### src/rtl/accumulator_control_fsm.sv
// accumulator_control_fsm: multicycle fetch/decode/memory sequencer for the accumulator CPU
package opcodes;
  typedef enum logic [3:0] {
    OP_NOP = 4'd0, OP_JMP = 4'd1, OP_JMPZ = 4'd2, OP_JMPNZ = 4'd3,
    OP_LDA = 4'd4, OP_ADD = 4'd5, OP_SUB = 4'd6, OP_AND = 4'd7,
    OP_OR = 4'd8, OP_NOT = 4'd9, OP_LSL = 4'd10, OP_LSR = 4'd11,
    OP_STA = 4'd15
  } opcode_t;
  typedef enum logic [3:0] {
    FnACC = 4'd0, FnMem = 4'd1, FnADD = 4'd2, FnSUB = 4'd3, FnAND = 4'd4,
    FnOR = 4'd5, FnNOT = 4'd6, FnLSL = 4'd7, FnLSR = 4'd8
  } alu_functions_t;
endpackage

module accumulator_control_fsm
  import opcodes::*;
(
  input  logic       Clock,
  input  logic       Reset,
  input  logic       Run,
  input  logic [3:0] Opcode,
  input  logic       Zero,
  input  logic       MemAck,
  output logic       MemReq,
  output logic       MemWrite,
  output logic       AddrSel,
  output logic       LoadIR,
  output logic       LoadPC,
  output logic       PCSel,
  output logic       LoadAcc,
  output logic [3:0] AluFn,
  output logic       Retired,
  output logic       IllegalOp
);
  typedef enum logic [1:0] {FETCH, DECODE, MEMRD, MEMWR} state_t;
  state_t state, next;
  opcode_t op;
  alu_functions_t alu_fn;
  logic mem_req, mem_write, addr_sel, load_ir, load_pc, pc_sel, load_acc, retired, illegal;
  assign op = opcode_t'(Opcode);
  always_ff @(posedge Clock or posedge Reset)
    if (Reset) state <= FETCH;
    else state <= next;
  always_comb begin
    next = state;
    {mem_req, mem_write, addr_sel, load_ir, load_pc, pc_sel, load_acc, retired, illegal} = '0;
    alu_fn = FnACC;
    case (state)
      FETCH: if (Run) begin
        mem_req = 1'b1;
        if (MemAck) begin
          load_ir = 1'b1;
          load_pc = 1'b1;
          next = DECODE;
        end
      end
      DECODE: begin
        next = FETCH;
        retired = 1'b1;
        case (op)
          OP_NOP: ;
          OP_JMP: {load_pc, pc_sel} = 2'b11;
          OP_JMPZ: {load_pc, pc_sel} = {2{Zero}};
          OP_JMPNZ: {load_pc, pc_sel} = {2{~Zero}};
          OP_NOT: {alu_fn, load_acc} = {FnNOT, 1'b1};
          OP_LSL: {alu_fn, load_acc} = {FnLSL, 1'b1};
          OP_LSR: {alu_fn, load_acc} = {FnLSR, 1'b1};
          OP_LDA, OP_ADD, OP_SUB, OP_AND, OP_OR: {next, retired} = {MEMRD, 1'b0};
          OP_STA: {next, retired} = {MEMWR, 1'b0};
          default: illegal = 1'b1;
        endcase
      end
      MEMRD: begin
        mem_req = 1'b1;
        addr_sel = 1'b1;
        alu_fn = op == OP_LDA ? FnMem :
                 op == OP_ADD ? FnADD :
                 op == OP_SUB ? FnSUB :
                 op == OP_AND ? FnAND :
                 op == OP_OR  ? FnOR  : FnACC;
        if (MemAck) {load_acc, retired, next} = {2'b11, FETCH};
      end
      MEMWR: begin
        {mem_req, mem_write, addr_sel} = 3'b111;
        if (MemAck) {retired, next} = {1'b1, FETCH};
      end
    endcase
  end
  // Gate with Reset so an in-flight request drops in the same cycle reset rises.
  assign {MemReq, MemWrite, AddrSel, LoadIR, LoadPC, PCSel, LoadAcc, Retired, IllegalOp} =
    Reset ? 9'b0 : {mem_req, mem_write, addr_sel, load_ir, load_pc, pc_sel, load_acc, retired, illegal};
  assign AluFn = Reset ? FnACC : alu_fn;
endmodule

### config.mk
export PLATFORM = sky130hd
export DESIGN_NAME = accumulator_control_fsm
export DESIGN_NICKNAME = d
export VERILOG_FILES = /design/src/rtl/accumulator_control_fsm.sv
export SDC_FILE = /design/constraint.sdc
export NUM_CORES = 1
export LEC_CHECK = 0
export CORE_AREA = 2 2 39 41
export DETAILED_ROUTE_END_ITERATION = 6
export DIE_AREA = 0 0 41 43
export HOLD_SLACK_MARGIN = 0.03
export PLACE_DENSITY = 0.69
export SYNTH_ARGS = -nofsm -noshare
export SYNTH_HDL_FRONTEND = slang
export SYNTH_SLANG_ARGS = --single-unit
### constraint.sdc
create_clock -name Clock -period 1.9 [get_ports Clock]
set_clock_uncertainty 0.05 [all_clocks]
set_input_delay 0.38 -clock Clock [delete_from_list [all_inputs] [get_ports Clock]]
set_output_delay 0.38 -clock Clock [all_outputs]
set_load 0.02 [all_outputs]
* Word-level counts from Yosys, hierarchy flattened *
Cells that the tools add are included.

cells by class
  multiplexer cells = 30
  reduce and logical (&&, ||, !) cells = 8
  bitwise operators = 1
  eq/ne operators = 18

operator list
  operator                                                               number
  4-bit equality test, second input constant                             5
  4-bit by 3-bit equality test with 1-bit output, second input constant  4
  3-bit two-way mux                                                      5
  13-bit OR reduction                                                    1
  4-bit case mux with 3 select lines                                     1
  1-bit two-way mux                                                      11
  9-bit two-way mux                                                      1
  4-bit by 2-bit equality test with 1-bit output, second input constant  2
  1-bit case mux with 2 select lines                                     4
  4-bit case mux with 2 select lines                                     1
  2-bit two-way mux                                                      3
  2-bit case mux with 3 select lines                                     1
  6-bit OR reduction                                                     1
  5-bit OR reduction                                                     1
  2-bit equality test, second input constant                             2
  4-bit by 1-bit equality test with 1-bit output, second input constant  1
  4-bit zero test                                                        1
  4-bit two-way mux                                                      1
  2-bit inequality test, second input constant                           2
  2-bit case mux with 2 select lines                                     1
  1-bit case mux with 3 select lines                                     1
  3-bit AND reduction                                                    1
  3-bit OR reduction                                                     1
  2-bit by 1-bit equality test with 1-bit output, second input constant  1
  other kinds (4)                                                        4

word-level totals
  logic and storage cells = 58
  input port bits = 9
  bits in registers = 2
  output and inout port bits = 13

* Logic depth before layout (Yosys ltp) *
Gate-level depths: netlist of the first run.

  depth in word-level cells = 8
  depth in mapped cells = 5
  mapped depth without buffers = 5

* Worst setup path before layout of the first run *
OpenSTA, ideal clock, no wires.

  path kind = register -> output
  from = reg state[0]
  to = out LoadPC
  arrival = 1.654 ns
  setup slack = -0.184 ns
  cell stages (with the launch flop) = 6
  required time = 1.470 ns
  path buffers = 0
  cell sequence = dfrtp_1 -> inv_1 -> ha_1 -> nand2_1 -> nor3b_1 -> o21bai_1

between the ends
  word-level cells in the longest chain between the ends = 3
  elaborated cells between the ends (all ways) = 4
  those cells by class = eq/ne: 1; mux: 2; reduce/logical: 1

ends and longest elaborated chain
  element                                                                            RTL line  source
  from (decl)                                                                        36        state_t state, next;
  from (signal assigned)                                                             43        else state <= next;
  2-bit by 1-bit equality test with 1-bit output or 2-bit zero test (tied branches)  48        case (state)
  1-bit case mux with 2 select lines *                                               48
  9-bit two-way mux *                                                                91        Reset ? 9'b0 : {mem_req, mem_write, addr_sel, load_ir, load_pc, pc_sel, load_acc, retired, illegal};
  to (decl)                                                                          28        output logic LoadPC,

Mark *: on every way between the ends. The rest lies on a longest branch, timed or not.

* Final worst setup path of the first run *
  from = reg state[1]
  to = out LoadPC

Same word-level chain as after synthesis.

==> results of run 1 <==
per-stage QoR:
step | setup WS (ns) | hold WS, ns | utilization (%) | setup TNS [ns] | area (µm²)
final | -0.0216 | 0.277 | 61.8 | -0.0556 | 855
after global routing | -0.0955 | 0.282 | 61.8 | -0.556 | 855
after CTS | -0.0853 | 0.551 | 59.4 | -0.238 | 822
after detailed placement | -0.765 | 0.564 | 57.2 | -7.32 | 792
after global placement | -0.729 | 0.559 | 57.2 | -7.09 | 792
after floorplan | 0.00238 | 0.0793 | - | 0 | 472
report_power, final:
part	switching, mW	internal, mW
Sequential	0.0247	0.0622
Clock	0.0231	0.0696
Combinational	0.292	0.294
repair_timing:
item	CTS	global route
gates resized for setup	82	18
hold buffers	0	0
endpoints found under the setup margin	13	12
buffers inserted	0	1
pin swaps	7	9
layer usage:
layer	GRT usage, %	vias to the layer above	share of wire (%)	wire length (µm)
met1	22.0	269	44	620
met2	29.1	14	50	706
met3	2.09	0	5.7	80
met5	0	-	0	0
li1	-	289	-	-
met4	7.33	0	0	0
cell type report:
| type | instances | area, µm² |
|---|---|---|
| clock buffer | 3 | 22.5 |
| tap | 16 | 20.0 |
| fill | 144 | 529 |
| timing repair buffer | 37 | 273 |
| inverter | 4 | 17.5 |
| sequential | 2 | 51.3 |
| multi-input combinational | 51 | 470 |
cell families after synthesis:
logic type | count (synthesis)
AND/OR/NAND/NOR | 27
adder cells (fa/ha/maj) | 4
buffers and inverters | 6
flip-flops | 2
AO/OA/AOI/OAI | 17
multiplexers | 1
XOR/XNOR | 2
tightest hold or removal path, cell delays in order:
cell and delay, ns:
dlymetal6s2s_1 0.13, buf_4 0.16, inv_2 0.08, buf_4 0.11
worst max-delay path by stage:
stage                          end  cells after the start      start
final                       LoadPC                      6   state[1]
after global routing        LoadPC                      6   state[1]
after CTS                   LoadPC                      5      Reset
after detailed placement   Retired                      5  Opcode[3]
after global placement     Retired                      5  Opcode[3]
after floorplan           AluFn[3]                      4   state[1]
cells in the mapped netlist:
master,count,area [µm²]
a32o_1,1,10.0
ha_1,4,50.1
nand2_1,8,30.0
nor3b_1,5,37.5
o21bai_1,1,7.51
nor2_1,4,15.0
nor2b_1,1,6.26
o21ai_0,4,20.0
a21bo_2,2,20.0
mux2i_1,1,10.0
o211ai_1,1,7.51
o2bb2ai_1,1,8.76
dfrtp_1,2,50.1
nor4b_4,1,23.8
a211oi_1,2,15.0
and4_2,1,10.0
inv_1,4,15.0
a21oi_1,4,20.0
and2b_1,1,7.51
nor3_1,2,10.0
and4b_2,1,11.3
nand2b_1,1,6.26
a21oi_2,1,8.76
or3_1,1,6.26
and3b_2,1,10.0
buf_6,2,22.5
xor2_1,2,17.5
==> flow_metrics.py, run 1 <==
metrics = {
    "floorplan": {
        "fp.dieArea_mm2": 0.00176,
        "die_w_um": 41,
        "fp.coreArea_mm2": 0.00138,
        "chipHeight_um": 43,
        "io-pin-count": 22,
        "floorplan.initialDensity_pct": 33.0,
        "floorplan.rows": 14,
    },
    "critical_path": {
        "crit_path_max_incr_delay_ns": 0.37,
        "timing.setup.critical_path_class": "reg -> out",
        "r2r-start": "state[0]",
        "reg2reg_capture_point": "state[0]",
        "critical_path_arrival_ns": 1.49,
        "crit_path_top_delay_cell": "dfrtp_1",
        "path_buf_inv": 2,
        "ff2ff_setup_slack_ns": 0.35,
        "crit_chain": "inv_2, ha_4, nand2b_4, or3_4, o21bai_1, buf_4",
        "worst_r2r_path_depth": 6,
        "critical_path.endpoint_type": "primary output",
        "crit_path_max_fo": 3,
        "dominant_delay_contributor_by_cell_family_on_the_critical_path": "simple AND/OR/NAND/NOR gates",
        "critPathRequiredTime_ns": 1.47,
        "worstSetupStartpointType": "flip-flop",
    },
    "global_routing": {
        "globalRouteTotalUtil_pct": 17.7,
        "grt_pass1_vias": 553,
        "global_route.overflow_total": 0,
        "antenna_found_initial": 0,
        "grt_pass1_wl_um": 2210,
        "largest_net_degree_at_the_start_of_global_routing": 10,
    },
    "outcome": {
        "violated_checks": "setup timing",
        "run_status": "complete, but fails checks",
    },
    "detailed_routing": {
        "iteration_0_drc_count_of_the_detailed_router": 4,
        "antenna_left": 0,
        "drc": 0,
        "dr_vias_cell": 5.06,
        "detailroute.via_count": 572,
        "routed_wirelength_um": 1410,
        "drt-pass1-iter-count": 4,
        "wl_per_cell_um": 12.4,
    },
    "synthesis": {
        "yosys.area_share.xor_xnor_pct": 3.84,
        "synthMuxAreaShare_pct": 2.19,
        "post_syn_instances": 59,
        "synth_area_in_adders_pct": 11.0,
        "synth.distinct_cells": 27,
        "synth_compound_gate_area_share_pct": 25.8,
        "synth.avg_cell_area_um2": 7.74,
        "synth_top_family_by_area": "simple AND/OR/NAND/NOR gates",
        "synth-simple-area-share_pct": 38.1,
        "yosys_register_bits": 2,
        "yosys_warnings": 0,
        "syn_nets": 72,
        "cell_area_synth_um2": 457,
        "synth_seq_area_share_pct": 11.0,
    },
    "power_and_ir_drop": {
        "finalPower_mw": 0.766,
        "cellPowerDensity_mw_per_mm2": 896,
        "power_leakage_nw": 0.393,
        "vdd.ir_drop.worst_mv": 0.656,
    },
    "run": {
        "max_capacitance_violation_count": 0,
    },
    "clock_network": {
        "clk_transition_reported_paths_ns": 0.03,
        "cts_sinks": 2,
        "tritoncts": "built",
        "cts-htree-levels": 1,
        "cts.root.buffer_cell": "clkbuf_4",
        "cts_buffers": 3,
        "cts.path.max_buffers": 2,
        "clk_latency_ns": 0.22,
    },
    "timing": {
        "unrepaired_setup_endpoints_after_global_routing": "yes",
        "timing_max_transition_violations_final": 0,
        "min_period_over_period_pct": 101,
        "timing.max_slew.rel_slack_pct": 77.7,
        "report.final.setup_viol": 3,
        "final_critical_path_setup_slack_ns": -0.0216,
        "worst-slew-pin-transition_ns": 0.331,
        "max_freq_ghz": 0.520,
        "min_period_ns": 1.92,
        "hold_viol_final": 0,
    },
    "finish": {
        "final_cell_count_no_fill": 113,
        "nNetsFinal": 112,
        "drive_gt1_share_pct": 63.9,
        "reg_top3": "state: 2 flops",
        "area_delta_synth_final_pct": 87.1,
        "max_flop_register": "state",
        "commonest_non_fill_non_tap_cell_in_the_layout": "buf_4",
        "largest_register_ffs": 2,
        "final_cell_mix": "buf_4 (24), nand2_1 (5), buf_2 (5)",
        "antennaDiodeCount": 0,
    },
    "place": {
        "port_buffers": 21,
        "detailed_place_hpwl_um": 1020,
        "gpl.final_weighted_congestion": 0.921,
        "placed_instance_count": 109,
    },
    "worst_hold_path": {
        "hold_path.class": "in -> async",
    },
}
No activity file was read; power rests on OpenSTA's default activity.
==> inputs of run 2 (changes only) <==
--- a/config.mk
+++ b/config.mk
@@ -9,7 +9,7 @@
 export DETAILED_ROUTE_END_ITERATION = 6
 export DIE_AREA = 0 0 41 43
 export HOLD_SLACK_MARGIN = 0.03
-export PLACE_DENSITY = 0.69
+export PLACE_DENSITY = 0.76
 export SYNTH_ARGS = -nofsm -noshare
 export SYNTH_HDL_FRONTEND = slang
 export SYNTH_SLANG_ARGS = --single-unit
==> run 2 against run 1 <==
  * The run still ends with setup timing left
  * Sequential share of layout area down 0.25 points
  * Die area did not move
  * Critical path depth unchanged
  * Core utilization up 2.7 points
  * Clock power down 2.7%
  * First-iteration DRC count grew to 3.3 times the previous value
  * Largest cell class unchanged
  * Largest power group unchanged
==> flow_metrics.py, run 2 (synthesized netlist as in run 1, its figures left out) <==
metrics = {
    "finish": {
        "nNetsFinal": 114,
        "cell_area_after_layout_um2": 892,
        "commonest_non_fill_non_tap_cell_in_the_layout": "buf_4",
        "area_delta_synth_final_pct": 95.3,
        "drive_gt1_share_pct": 64.6,
        "max_flop_register": "state",
        "antennaDiodeCount": 0,
        "largest_register_ffs": 2,
        "reg_top3": "state: 2 flops",
        "final_cell_mix": "buf_4 (22), nand2_1 (4), buf_6 (4), buf_2 (4)",
    },
    "clock_network": {
        "cts_buffers": 3,
        "cts-htree-levels": 1,
        "cts.root.buffer_cell": "clkbuf_4",
        "clk_latency_ns": 0.22,
        "cts_sinks": 2,
        "clk_transition_reported_paths_ns": 0.03,
        "post_cts_hold_buffer_count": 0,
        "cts.path.max_buffers": 2,
        "tritoncts": "built",
    },
    "power_and_ir_drop": {
        "power_switching_share_pct": 43.6,
        "power_leakage_nw": 0.401,
        "power_frac_comb_pct": 77.9,
        "vdd.ir_drop.worst_mv": 0.702,
        "cellPowerDensity_mw_per_mm2": 869,
        "total_switching_power_mw": 0.339,
        "share_clk_of_total_power_pct": 11.6,
        "internal_power_mw": 0.437,
        "power.share.sequential_pct": 10.5,
    },
    "place": {
        "gpl.final_weighted_congestion": 0.755,
        "detailed_place_hpwl_um": 1070,
        "instance_area_at_placement_um2": 807,
        "dp_slack_ns": -0.754,
        "port_buffers": 21,
    },
    "timing": {
        "max_freq_ghz": 0.508,
        "hold_viol_final": 0,
        "worst-slew-pin-transition_ns": 0.296,
        "min_period_ns": 1.97,
        "min_period_over_period_pct": 104,
        "timing.max_slew.rel_slack_pct": 80.0,
        "timing_max_transition_violations_final": 0,
        "final_critical_path_setup_slack_ns": -0.0684,
        "unrepaired_setup_endpoints_after_global_routing": "yes",
        "report.final.setup_viol": 7,
        "fin_tns_setup_ns": -0.193,
    },
    "detailed_routing": {
        "met2_length_um": 728,
        "dr_vias_cell": 4.97,
        "routed-wl-met3_um": 57,
        "drc": 0,
        "iteration_0_drc_count_of_the_detailed_router": 13,
        "wl_per_cell_um": 12.1,
        "antenna_left": 0,
        "detailroute.via_count": 571,
        "drt-pass1-iter-count": 3,
        "met1Wirelength_um": 605,
        "routed_wirelength_um": 1390,
        "route.top_layer_used": "met3",
    },
    "floorplan": {
        "floorplan.initialDensity_pct": 33.0,
        "die_w_um": 41,
        "fp.coreArea_mm2": 0.00138,
        "fp.dieArea_mm2": 0.00176,
        "chipHeight_um": 43,
        "floorplan.rows": 14,
        "io-pin-count": 22,
    },
    "outcome": {
        "violated_checks": "setup timing",
        "run_status": "complete, but fails checks",
    },
    "global_routing": {
        "antenna_found_initial": 0,
        "global_route.overflow_total": 0,
        "grt_pass1_vias": 544,
        "grt_pass1_wl_um": 2300,
        "largest_net_degree_at_the_start_of_global_routing": 10,
        "globalRouteTotalUtil_pct": 19.0,
    },
    "worst_hold_path": {
        "hold_path.class": "in -> async",
    },
    "run": {
        "max_capacitance_violation_count": 0,
    },
    "critical_path": {
        "critPathRequiredTime_ns": 1.47,
        "worstSetupStartpointType": "flip-flop",
        "critical_path_arrival_ns": 1.54,
        "timing.setup.critical_path_class": "reg -> out",
        "critical_path.endpoint_type": "primary output",
        "crit_path_max_fo": 3,
    },
}
-- run 2: timing repair --
item	CTS	global route
hold endpoints to repair	0	0
setup buffers	1	0
gates resized for setup	86	15
pin swaps	6	7
setup endpoints to repair	13	11
-- run 2: final timing paths --
kind / start / endpoint / slack (ns) / cells past startpoint
max in group asynchronous: Reset / state[0] / 1.27 / 4
min in group Clock: state[1] / state[1] / 0.60 / 2
min reg2reg: state[1] / state[1] / 0.60 / 2
max: state[1] / LoadPC / -0.07 / 6
max reg2reg: state[0] / state[0] / 0.34 / 6
min: Reset / state[0] / 0.43 / 4
-- run 2: layout make-up --
| class | count | area, µm² |
|---|---|---|
| fillers | 124 | 492 |
| multi-input cells | 51 | 473 |
| repair buffers | 39 | 310 |
| flip-flops and latches | 2 | 51.3 |
| clock buffers | 3 | 22.5 |
| well taps | 16 | 20.0 |
| inverters | 4 | 15.0 |
-- run 2: critical path: stages (launching register included) --
cell      delay (ns)
dfrtp_1         0.37
inv_2           0.10
ha_4            0.16
nand2b_4        0.05
or3_4           0.33
o21bai_1        0.15
buf_4           0.16
-- run 2: per-stage QoR --
stage / hold slack, ns / power (mW) / cells / utilization [%]
floorplan: 0.0793 / 0.337 / 59 / -
global placement: 0.557 / 0.540 / 111 / 58.3
detailed placement: 0.561 / 0.556 / 111 / 58.3
CTS: 0.417 / 0.751 / 115 / 62.0
global route: 0.459 / 0.841 / 115 / 64.5
finish: 0.432 / 0.776 / 115 / 64.5
-- run 2: power groups by stage --
stage / Combinational, mW / Clock (mW) / Sequential (mW)
3_5_place_dp: 0.484 / 0 / 0.0723
4_1_cts: 0.575 / 0.0952 / 0.0804
2_1_floorplan: 0.266 / 0 / 0.0718
6_report: 0.604 / 0.0902 / 0.0813
5_1_grt: 0.657 / 0.0985 / 0.0850
3_3_place_gp: 0.470 / 0 / 0.0708
-- run 2: per-layer routing --
layer	vias to the layer above	GRT usage [%]
li1	293	-
met4	0	8.00
met3	0	3.14
met2	15	31.9
met1	263	22.2
met5	-	0
